### config.mk
export PLATFORM = sky130hd
export DESIGN_NAME = reset_sequencer
export DESIGN_NICKNAME = d
export VERILOG_FILES = /design/src/rtl/reset_sequencer.sv
export SDC_FILE = /design/constraint.sdc
export NUM_CORES = 1
export LEC_CHECK = 0
export BUFFER_PORTS_ARGS = -buffer_cell sky130_fd_sc_hd__buf_2
export CAP_MARGIN = 40
export CORE_AREA = 8 8 49 61
export DETAILED_ROUTE_END_ITERATION = 12
export DIE_AREA = 0 0 57 69
export HOLD_SLACK_MARGIN = 0.03
export PLACE_DENSITY = 0.71
export SYNTH_ARGS = -nofsm -noshare
export SYNTH_HDL_FRONTEND = slang
export SYNTH_SLANG_ARGS = --single-unit
### constraint.sdc
create_clock -name clk_i -period 2 [get_ports clk_i]
set_clock_uncertainty 0.2 [all_clocks]
set_input_delay 0.2 -clock clk_i [delete_from_list [all_inputs] [get_ports clk_i]]
set_output_delay 0.2 -clock clk_i [all_outputs]
set_load 0.05 [all_outputs]
### src/rtl/reset_sequencer.sv
// rtl/reset_sequencer.sv - POR release synchroniser and ordered multi-domain reset sequencer (optional watchdog: RESET_SEQUENCER_WDT_EN)
module reset_sequencer #(
    parameter int NUM_DOMAINS      = 3,
    parameter int SYNC_STAGES      = 2,
    parameter int HOLD_CYCLES      = 16,
    parameter int STAGE_GAP        = 4,
    parameter int SOFT_HOLD_CYCLES = 8,
    parameter int WDT_CYCLES       = 1024
) (
    input  logic                   clk_i,
    input  logic                   rst_ni,
    input  logic                   soft_rst_req_i,
`ifdef RESET_SEQUENCER_WDT_EN
    input  logic                   wdt_kick_i,
`endif
    output logic [NUM_DOMAINS-1:0] rst_no,
    output logic                   ready_o,
    output logic                   busy_o,
    output logic [1:0]             cause_o
);

    localparam int CNT_MAX_A = (HOLD_CYCLES > STAGE_GAP) ? HOLD_CYCLES : STAGE_GAP;
    localparam int CNT_MAX   = (CNT_MAX_A > SOFT_HOLD_CYCLES) ? CNT_MAX_A : SOFT_HOLD_CYCLES;
    localparam int CNT_W     = $clog2(CNT_MAX) + 1;
    localparam int IDX_W     = (NUM_DOMAINS > 1) ? $clog2(NUM_DOMAINS) : 1;

    localparam logic [IDX_W-1:0] LAST_IDX   = IDX_W'(NUM_DOMAINS - 1);
    localparam logic [1:0]       CAUSE_POR  = 2'b00;
    localparam logic [1:0]       CAUSE_SOFT = 2'b01;
    localparam logic [1:0]       CAUSE_WDT  = 2'b10;

    // Refuse to elaborate with out-of-range parameters
    if (NUM_DOMAINS < 1 || NUM_DOMAINS > 8 || SYNC_STAGES < 2 || HOLD_CYCLES < 1 ||
        STAGE_GAP < 1 || SOFT_HOLD_CYCLES < 1 || WDT_CYCLES < 1) begin : g_bad_param
        $error("reset_sequencer: illegal parameter value");
    end

    typedef enum logic [2:0] {
        ST_IDLE,
        ST_HOLD,
        ST_RELEASE,
        ST_RUN,
        ST_SOFT_HOLD,
        ST_SOFT_RELEASE
    } state_t;

    state_t                   state_q, state_d;
    logic [SYNC_STAGES-1:0]   sync_q, sync_d;
    logic [CNT_W-1:0]         cnt_q, cnt_d;
    logic [IDX_W-1:0]         idx_q, idx_d;
    logic [NUM_DOMAINS-1:0]   rst_q, rst_d;
    logic                     ready_q, ready_d;
    logic                     busy_q, busy_d;
    logic [1:0]               cause_q, cause_d;
    logic                     step_due;
    logic                     wdt_expired;

`ifdef RESET_SEQUENCER_WDT_EN
    localparam int WDT_W = $clog2(WDT_CYCLES) + 1;

    logic [WDT_W-1:0] wdt_q, wdt_d;

    // Watchdog counts RUN cycles since the last kick; any other state clears it
    always_comb begin
        if (state_q != ST_RUN || wdt_kick_i) begin
            wdt_d = '0;
        end else if (wdt_q == WDT_W'(WDT_CYCLES)) begin
            wdt_d = wdt_q;
        end else begin
            wdt_d = wdt_q + WDT_W'(1);
        end
    end

    assign wdt_expired = (state_q == ST_RUN) && !wdt_kick_i && (wdt_q == WDT_W'(WDT_CYCLES - 1));

    // Watchdog counter register
    always_ff @(posedge clk_i or negedge rst_ni) begin
        if (!rst_ni) begin
            wdt_q <= '0;
        end else begin
            wdt_q <= wdt_d;
        end
    end
`else
    assign wdt_expired = 1'b0;
`endif

    // Next-state logic: synchroniser shift, stage counters and per-domain release
    always_comb begin
        sync_d   = {sync_q[SYNC_STAGES-2:0], 1'b1};
        state_d  = state_q;
        cnt_d    = (cnt_q == CNT_W'(CNT_MAX)) ? cnt_q : cnt_q + CNT_W'(1);
        idx_d    = idx_q;
        rst_d    = rst_q;
        ready_d  = ready_q;
        busy_d   = busy_q;
        cause_d  = cause_q;
        step_due = 1'b0;

        case (state_q)
            ST_IDLE: begin
                // Last synchroniser stage is about to capture its first 1 (E0)
                if (!sync_q[SYNC_STAGES-1] && sync_q[SYNC_STAGES-2]) begin
                    state_d = ST_HOLD;
                    cnt_d   = '0;
                    busy_d  = 1'b1;
                end
            end
            ST_HOLD: begin
                if (cnt_q == CNT_W'(HOLD_CYCLES - 1)) begin
                    rst_d[0] = 1'b1;
                    cnt_d    = '0;
                    idx_d    = IDX_W'(1);
                    if (NUM_DOMAINS == 1) begin
                        state_d = ST_RUN;
                        ready_d = 1'b1;
                        busy_d  = 1'b0;
                    end else begin
                        state_d = ST_RELEASE;
                    end
                end
            end
            ST_RELEASE, ST_SOFT_HOLD, ST_SOFT_RELEASE: begin
                if (state_q == ST_SOFT_HOLD) begin
                    step_due = (cnt_q == CNT_W'(SOFT_HOLD_CYCLES - 1));
                end else begin
                    step_due = (cnt_q == CNT_W'(STAGE_GAP - 1));
                end
                if (step_due) begin
                    for (int k = 0; k < NUM_DOMAINS; k++) begin
                        if (idx_q == IDX_W'(k)) begin
                            rst_d[k] = 1'b1;
                        end
                    end
                    cnt_d = '0;
                    if (idx_q == LAST_IDX) begin
                        state_d = ST_RUN;
                        ready_d = 1'b1;
                        busy_d  = 1'b0;
                    end else begin
                        idx_d = idx_q + IDX_W'(1);
                        if (state_q == ST_SOFT_HOLD) begin
                            state_d = ST_SOFT_RELEASE;
                        end
                    end
                end
            end
            ST_RUN: begin
                // Domain 0 survives a soft/watchdog sequence; nothing to do with one domain
                if (NUM_DOMAINS > 1 && (soft_rst_req_i || wdt_expired)) begin
                    state_d = ST_SOFT_HOLD;
                    cnt_d   = '0;
                    idx_d   = IDX_W'(1);
                    rst_d   = NUM_DOMAINS'(1);
                    ready_d = 1'b0;
                    busy_d  = 1'b1;
                    cause_d = soft_rst_req_i ? CAUSE_SOFT : CAUSE_WDT;
                end
            end
            default: begin
                state_d = ST_IDLE;
            end
        endcase
    end

    // State and output registers; POR clears everything without a clock
    always_ff @(posedge clk_i or negedge rst_ni) begin
        if (!rst_ni) begin
            sync_q  <= '0;
            state_q <= ST_IDLE;
            cnt_q   <= '0;
            idx_q   <= '0;
            rst_q   <= '0;
            ready_q <= 1'b0;
            busy_q  <= 1'b0;
            cause_q <= CAUSE_POR;
        end else begin
            sync_q  <= sync_d;
            state_q <= state_d;
            cnt_q   <= cnt_d;
            idx_q   <= idx_d;
            rst_q   <= rst_d;
            ready_q <= ready_d;
            busy_q  <= busy_d;
            cause_q <= cause_d;
        end
    end

    assign rst_no  = rst_q;
    assign ready_o = ready_q;
    assign busy_o  = busy_q;
    assign cause_o = cause_q;

endmodule

==> results of run 1 <==
[area by class of cell]
class | instances | share of cell area, %
Multi-Input combinational cell | 72 | 48.9
Sequential cell | 17 | 35.9
Timing Repair Buffer | 15 | 8.03
Inverter | 8 | 2.54
Tap cell | 21 | 2.22
Clock buffer | 3 | 1.90
Clock inverter | 1 | 0.423
[critical path: stages, from the launching register on]
cell                      delay (ns)
sky130_fd_sc_hd__dfrtp_1        0.41
sky130_fd_sc_hd__ha_1           0.21
sky130_fd_sc_hd__and3_1         0.18
sky130_fd_sc_hd__ha_1           0.21
sky130_fd_sc_hd__nand2_1        0.07
sky130_fd_sc_hd__nand2_1        0.08
sky130_fd_sc_hd__o21a_2         0.25
sky130_fd_sc_hd__a21oi_1        0.20
[power breakdown]
part	switching, mW	internal, mW
registers	0.109	0.466
logic	0.640	0.425
clock network	0.118	0.0745
[through the flow]
stage | instance area (um^2) | total power [mW]
2_1_floorplan | 1060 | 1.37
3_3_place_gp | 1130 | 1.56
3_5_place_dp | 1130 | 1.60
4_1_cts | 1160 | 1.80
5_1_grt | 1180 | 1.97
6_report | 1180 | 1.83
[how the worst max path moves through the flow]
stage	slack, ns	to
after global placement	0.15	state_q[0]
after floorplan	0.15	state_q[0]
after global routing	0.01	cnt_q[2]
final	0.11	cnt_q[4]
after CTS	0.05	state_q[0]
after detailed placement	0.09	state_q[0]
[what timing repair did]
item | in CTS | in global routing
endpoints found under the setup margin | 0 | 2
buffers inserted | 0 | 1
hold buffers | 1 | 0
endpoints found under the hold margin | 17 | 0
gates resized for setup | 0 | 4
[Yosys cell counts (2+ instances only)]
cell type / instances
sky130_fd_sc_hd__dfrtp_1: 17
sky130_fd_sc_hd__nor2_1: 4
sky130_fd_sc_hd__inv_1: 8
sky130_fd_sc_hd__o21ai_0: 3
sky130_fd_sc_hd__o211ai_1: 2
sky130_fd_sc_hd__nor4b_2: 2
sky130_fd_sc_hd__ha_1: 6
sky130_fd_sc_hd__a211oi_1: 2
sky130_fd_sc_hd__conb_1: 2
sky130_fd_sc_hd__a21oi_1: 6
sky130_fd_sc_hd__mux2i_1: 2
sky130_fd_sc_hd__o31a_1: 2
sky130_fd_sc_hd__nand2_1: 5
sky130_fd_sc_hd__nor2b_1: 4
sky130_fd_sc_hd__buf_4: 3
sky130_fd_sc_hd__nor3b_1: 2
sky130_fd_sc_hd__nand3_1: 4
sky130_fd_sc_hd__nand2b_1: 4
sky130_fd_sc_hd__xnor2_1: 2
[logic make-up (layout without fill, tap and decap cells)]
| logic type | after synthesis | in the layout | synth area share [%] |
|---|---|---|---|
| compound gates | 29 | 29 | 20.9 |
| xor+xnor | 4 | 4 | 5.07 |
| flops | 17 | 17 | 40.1 |
| other cells | 2 | 2 | 0.708 |
| simple gates | 29 | 29 | 17.8 |
| mux | 2 | 2 | 1.89 |
| buf+inv | 13 | 27 | 6.49 |
| fa+ha+maj | 6 | 6 | 7.08 |
[per-layer routing]
layer	vias to the layer above	GRT usage [%]	part of all wire (%)
met3	9	2.56	4.6
li1	388	-	-
met2	26	19.6	55
met5	-	0	0
met1	394	12.0	37
met4	0	6.54	3.7
[sequential cells by signal (all words and copies together) (netlist names)]
register / cells
busy_o: 1
cause_o: 1
cnt_q: 5
idx_q: 2
rst_no: 3
state_q: 3
sync_q: 2
==> impl_metrics.ini, run 1 <==
[run_status]
run_status = complete, no violations

[sta]
final_min_period_over_clock_period_pct = 94.7
finalSetupViolations = 0
grt_setup_unrepaired = false
finalHoldViolCount = 0
finalCriticalPeriod_ns = 1.89
timing.final.max_slew_violations = 0
tns_ns = 0
timing.hold.ws_ns = 0.137
relSlewSlack_pct = 63.8
clock.fmax_mhz = 528
postLayoutSetupSlackWorst_ns = 0.105
tightest_slew_ns = 0.541

[critical_path]
worstReg2RegStart = cnt_q[0]
worstRegToRegCells = 7
crit_type = reg2reg
critical_path_peak_fanout = 5
setup.worst_path.start_class = flip-flop
cp.arrival_ns = 1.90
reg2reg_to = cnt_q[4]
cp-end-kind = flip-flop
worst-r2r-setup-slack_ns = 0.11
cp_required_ns = 2.01
worst_setup_path_startpoint = cnt_q[0]

[floorplan]
core_region_area_um2 = 2090
i_o_pin_count = 10
die_width_um = 57
die_h_um = 69
starting_density_of_the_core_pct = 50.7
fp.dieArea_um2 = 3930
number_of_core_rows = 19

[synth]
mappedNetlistArea_um2 = 1060
ys.warnings.count = 0
syn_nets = 111
synth_seq_cells = 17
area_fraction_of_the_dominant_cell_type_after_synthesis_pct = 40.1
synth_seq_area_share_pct = 40.1
number_of_enable_flip_flop_cells_after_synthesis = 0
synth_cell_types = 41
synthTopCellsByArea = sky130_fd_sc_hd__dfrtp_1 40%, sky130_fd_sc_hd__ha_1 7.1%, sky130_fd_sc_hd__a21oi_1 2.8%
synth_top_cell_by_area = sky130_fd_sc_hd__dfrtp_1
synth_area_per_cell_um2 = 10.4
synth_ff_type = sky130_fd_sc_hd__dfrtp_1
share_of_synthesized_registers_carrying_an_async_set_or_reset_pct = 100
synthesis.instances = 102

[cells_and_area]
num-fill-cells = 186
diodes = 0
drive_gt1_share_pct = 24.1
seq_area_um2 = 425
final_cell_mix = 17 x sky130_fd_sc_hd__dfrtp_1, 8 x sky130_fd_sc_hd__inv_1, 8 x sky130_fd_sc_hd__buf_2
synthToLayoutAreaGrowth_pct = 11.6
fin_nets = 126
multi_input_area_um2 = 579
fin_util_pct = 56.6
most_common_cell_after_layout_fill_and_taps_aside = sky130_fd_sc_hd__dfrtp_1
final_cells = 137

[routing]
antenna_violating_nets_left = 0
routed_wl_per_cell_um = 15.7
num_vias = 817
drt_pass1_iterations = 4
avgViaCountPerCell = 5.96
finalWirelength_um = 2150
detail_route.iter0.violations = 20
post-route-drc-count = 0

[global_routing]
grt_start_max_net_pins = 18
grt_use_total_pct = 11.4
grt_first_pass_wirelength_um = 3730
antenna_found_initial = 0
first_global_vias = 857
grt_remaining_overflow = 0

[place]
port-buffer-count = 8
dp_slack_ns = 0.0852
gpl.final_weighted_congestion = 0.850
dpl.cell_count = 131
detailed_place_hpwl_um = 1650

[clock_tree]
clkLatencyLatePin_ns = 0.30
clock_sinks = 17
cts.path.max_buffers = 2
cts.htree.levels = 1
numCtsBuffers = 3
clock-root-buffer = sky130_fd_sc_hd__clkbuf_4
clkTransAtPathRegs_ns = 0.11
cts_tree = yes

[run]
cap_violations = 0

[min_path]
hold_path.class = in2async

[power_and_ir_drop]
worst_ir_drop_vdd_mv = 0.686
leakagePower_nw = 0.524
powerDensity_nw_per_um2 = 1550
Note: power is estimated with default switching activity, not from simulation.
==> run 2, diff against run 1 <==
Settings changed: CORE_AREA 8 8 49 61 to 2 2 44 56, DIE_AREA 0 0 57 69 to 0 0 46 58.
Clock period 2 ns to 1.6 ns, I/O delays scaled along.
==> impl_metrics.ini, run 2 (synthesized netlist as in run 1, its figures left out) <==
[run_status]
run_status = complete, but fails checks
violated_checks = setup timing

[power_and_ir_drop]
report.power.total_mw = 3.04
power.combinational.fraction_pct = 69.7
total_switching_power_mw = 1.31
powerDensity_nw_per_um2 = 2020
leakagePower_nw = 0.675
share_seq_of_total_power_pct = 22.5
switching_share_of_power_pct = 43.3
worst_ir_drop_vdd_mv = 1.20
p_clk_share_pct = 7.8
internal_power_mw = 1.72

[clock_tree]
cts.path.max_buffers = 2
clock_sinks = 17
clkTransAtPathRegs_ns = 0.11
numCtsBuffers = 3
cts_tree = yes
clkLatencyLatePin_ns = 0.30
clock-root-buffer = sky130_fd_sc_hd__clkbuf_4
cts.htree.levels = 1

[floorplan]
number_of_core_rows = 19
starting_density_of_the_core_pct = 49.6
core_region_area_um2 = 2140
die_width_um = 46
die_h_um = 58
i_o_pin_count = 10
fp.dieArea_um2 = 2670

[sta]
clock.fmax_mhz = 567
finalCriticalPeriod_ns = 1.76
postLayoutSetupSlackWorst_ns = -0.163
finalSetupViolations = 14
timing.final.max_slew_violations = 0
tns_ns = -1.19
grt_setup_unrepaired = true
final_min_period_over_clock_period_pct = 110
finalHoldViolCount = 0
timing.hold.ws_ns = 0.101

[min_path]
hold_path.class = in2async

[routing]
routed_wl_per_cell_um = 15.2
route.met3.wl_um = 31
top_layer_used = met4
antenna_violating_nets_left = 0
post-route-drc-count = 0
num_vias = 928
detail_route.iter0.violations = 14
routed_length_on_met1_um = 961
wl_met2_um = 1450
finalWirelength_um = 2490
drt_pass1_iterations = 5
avgViaCountPerCell = 5.66

[place]
detailed_place_hpwl_um = 1810
gpl.final_weighted_congestion = 0.848
dpl-instance-area_um2 = 1320
port-buffer-count = 8
dp_slack_ns = -0.254
dpl.cell_count = 154

[run]
cap_violations = 0

[cells_and_area]
most_common_cell_after_layout_fill_and_taps_aside = sky130_fd_sc_hd__buf_4
finalInstanceArea_um2 = 1510
top_register = cnt_q
final_cell_mix = 28 x sky130_fd_sc_hd__buf_4, 16 x sky130_fd_sc_hd__dfrtp_1, 8 x sky130_fd_sc_hd__buf_2, 7 x sky130_fd_sc_hd__inv_1, 5 x sky130_fd_sc_hd__buf_6
synthToLayoutAreaGrowth_pct = 42.0
drive_gt1_share_pct = 50.3
diodes = 0
fin_nets = 153
fin_util_pct = 70.4
final_cells = 164
largest_register_ffs = 5

[critical_path]
cell_type_of_the_slowest_stage_on_the_worst_timing_path = sky130_fd_sc_hd__dfrtp_1
crit_type = reg2reg
setup.worst_path.start_class = flip-flop
crit_path_cell_trace = buf_4 > nand2b_1 > o21ai_4 > buf_4 > o311a_1 > a221o_1
cp.arrival_ns = 1.76
cp-end-kind = flip-flop
critical_path.max_stage_delay_ns = 0.42
cp_required_ns = 1.59
crit_top_cell = sky130_fd_sc_hd__buf_4
timing.critical_path.max_delay_family = compound AO/OA/AOI/OAI gates
critical_path_peak_fanout = 11
path_buf_inv = 2

[global_routing]
grt_remaining_overflow = 0
first_global_vias = 960
grt_start_max_net_pins = 18
antenna_found_initial = 0
grt_first_pass_wirelength_um = 4090
grt_use_total_pct = 21.3
==> run 2: layer usage <==
metal  GRT usage (%)  vias to the layer above
met1            22.9                      469
met3            3.12                        4
li1                -                      445
met5               0                        -
met2            38.7                       10
met4            10.2                        0
==> run 2: power by group through the flow <==
stage	Clock [mW]	Sequential, mW	Combinational [mW]
after global placement	0	0.686	1.62
after CTS	0.244	0.687	1.97
final	0.236	0.684	2.12
after detailed placement	0	0.692	1.67
after floorplan	0	0.841	0.893
after global routing	0.268	0.703	2.29
==> run 2: final timing paths <==
check,end,depth (start not counted),startpoint,slack (ns)
setup / recovery,idx_q[1],6,state_q[1],-0.16
hold / removal,state_q[2],2,rst_ni,0.10
setup reg to reg,idx_q[1],6,state_q[1],-0.16
hold reg to reg,sync_q[1],0,sync_q[0],0.22
max in group asynchronous,state_q[0],2,rst_ni,0.79
min in group clk_i,state_q[0],3,soft_rst_req_i,0.11
==> run 2: what timing repair did <==
item | in CTS | in global routing
hold endpoints to repair | 17 | 0
hold buffers | 1 | 0
endpoints found under the setup margin | 14 | 14
gates resized for setup | 20 | 9
buffers inserted | 4 | 1
pin swaps | 9 | 6
==> run 2: final cells by class <==
type / instances / area [um^2]
Tap cell: 21 / 26.3
Clock buffer: 3 / 22.5
Fill cell: 161 / 633
Inverter: 8 / 30.0
Timing Repair Buffer: 42 / 317
Multi-Input combinational cell: 72 / 679
Sequential cell: 17 / 427
Clock inverter: 1 / 5.00
==> run 2: worst register-to-register path: cells and delay by family (launching register included) <==
kind	cells	cell delay, ns
buf+inv	2	0.37
compound gates	3	0.47
simple gates	1	0.19
flops	1	0.42
==> run 3, diff against run 2 <==
Settings changed: CORE_AREA 2 2 44 56 to 2 2 57 72, DIE_AREA 0 0 46 58 to 0 0 59 74, PLACE_DENSITY 0.71 to not set.
==> impl_metrics.ini, run 3 (synthesized netlist as in run 1, its figures left out) <==
[run_status]
run_status = complete, but fails checks
violated_checks = setup timing

[power_and_ir_drop]
powerDensity_nw_per_um2 = 2000
worst_ir_drop_vdd_mv = 0.937
share_seq_of_total_power_pct = 22.4
switching_share_of_power_pct = 44.1
total_switching_power_mw = 1.36
power.combinational.fraction_pct = 66.6
leakagePower_nw = 0.679
report.power.total_mw = 3.07
internal_power_mw = 1.72
p_clk_share_pct = 11.1

[global_routing]
grt_use_total_pct = 13.9
grt_start_max_net_pins = 18
antenna_found_initial = 0
grt_first_pass_wirelength_um = 4610
first_global_vias = 1016
grt_remaining_overflow = 0

[critical_path]
crit_path_cell_trace = nor3b_4 > xor2_4 > o311a_1 > a221o_1
crit_type = reg2reg
cell_type_of_the_slowest_stage_on_the_worst_timing_path = sky130_fd_sc_hd__dfrtp_1
critical_path.max_stage_delay_ns = 0.44
cp-end-kind = flip-flop
worst-r2r-setup-slack_ns = -0.23
critical_path_peak_fanout = 7
setup.worst_path.start_class = flip-flop
cp_required_ns = 1.54
cp.arrival_ns = 1.76

[sta]
final_min_period_over_clock_period_pct = 114
tns_ns = -1.44
clock.fmax_mhz = 548
timing.final.max_slew_violations = 0
finalCriticalPeriod_ns = 1.83
grt_setup_unrepaired = true
postLayoutSetupSlackWorst_ns = -0.225
finalSetupViolations = 14
finalHoldViolCount = 0

[floorplan]
number_of_core_rows = 25
die_width_um = 59
starting_density_of_the_core_pct = 28.7
die_h_um = 74
core_region_area_um2 = 3690
i_o_pin_count = 10
fp.dieArea_um2 = 4370

[place]
dpl.cell_count = 170
gpl.final_weighted_congestion = 0.815
dp_slack_ns = -0.206
port-buffer-count = 8
detailed_place_hpwl_um = 1860

[routing]
num_vias = 915
antenna_violating_nets_left = 0
routed_wl_per_cell_um = 15.3
post-route-drc-count = 0
finalWirelength_um = 2750
detail_route.iter0.violations = 18
drt_pass1_iterations = 4
avgViaCountPerCell = 5.08

[cells_and_area]
top_register = cnt_q
most_common_cell_after_layout_fill_and_taps_aside = sky130_fd_sc_hd__buf_4
largest_register_ffs = 5
final_cells = 180
synthToLayoutAreaGrowth_pct = 45.0
diodes = 0
drive_gt1_share_pct = 50.0
final_cell_mix = 25 x sky130_fd_sc_hd__buf_4, 17 x sky130_fd_sc_hd__dfrtp_1, 8 x sky130_fd_sc_hd__inv_1, 8 x sky130_fd_sc_hd__buf_2, 5 x sky130_fd_sc_hd__buf_6
fin_nets = 150

[run]
cap_violations = 0

[clock_tree]
clock-root-buffer = sky130_fd_sc_hd__clkbuf_8
cts.htree.levels = 1
clock_sinks = 17
clkLatencyLatePin_ns = 0.26
numCtsBuffers = 3
clkTransAtPathRegs_ns = 0.07
cts_tree = yes
cts.path.max_buffers = 2

[min_path]
hold_path.class = in2async
run 3: cell types whose count changed in the layout (fill, tap and decap cells not counted), sizes merged:
cell / before / now
buf: 41 / 38
run 3: power groups by stage:
| stage | sequential [mW] | combinational, mW | clock (mW) |
|---|---|---|---|
| after floorplan | 0.841 | 0.893 | 0 |
| after global placement | 0.685 | 1.57 | 0 |
| after detailed placement | 0.690 | 1.63 | 0 |
| after CTS | 0.682 | 1.90 | 0.344 |
| after global routing | 0.703 | 2.22 | 0.355 |
| final | 0.687 | 2.04 | 0.340 |
run 3: per-stage QoR:
stage	util (%)	hold slack, ns	cell area (um^2)
2_1_floorplan	-	-0.336	1080
3_3_place_gp	35.8	-0.0905	1320
3_5_place_dp	35.8	-0.0798	1320
4_1_cts	40.3	0.172	1490
5_1_grt	41.7	0.184	1540
6_report	41.7	0.159	1540
run 3: layout make-up:
class,count,area (um^2)
repair buffers,39,294
clock inverters,1,5.00
fillers,379,2150
well taps,40,50.0
multi-input cells,72,693
inverters,8,30.0
flip-flops and latches,17,425
clock buffers,3,41.3
run 3: per-layer routing:
| layer | up-vias | track usage [%] | share of wire (%) |
|---|---|---|---|
| li1 | 438 | - | - |
| met3 | 6 | 2.09 | 2.2 |
| met4 | 0 | 3.79 | 1.5 |
| met5 | - | 0 | 0 |
| met2 | 15 | 27.3 | 58 |
| met1 | 456 | 15.1 | 38 |
run 3: final timing paths:
check,start,end,cells past startpoint
hold / removal,rst_ni,cnt_q[0],2
min in group clk_i,soft_rst_req_i,state_q[0],3
setup / recovery,state_q[0],idx_q[1],4
hold reg to reg,sync_q[0],sync_q[1],0
setup reg to reg,state_q[0],idx_q[1],4
max in group asynchronous,rst_ni,rst_no[2],2
run 3: worst max-delay path: cells and delay by family, from the launching register on:
kind                      cells  cell delay (ns)
and+or+nand+nor               1             0.29
AOI/OAI and AO/OA             2             0.62
xor gates and xnor gates      1             0.15
DFF                           1             0.44
run 3: timing repair:
action / 4_1_cts / 5_1_grt
endpoints found under the hold margin: 17 / 0
hold buffers: 1 / 0
pin swaps: 14 / 9
setup endpoints to repair: 14 / 14
gates resized for setup: 19 / 12
setup buffers: 5 / 1
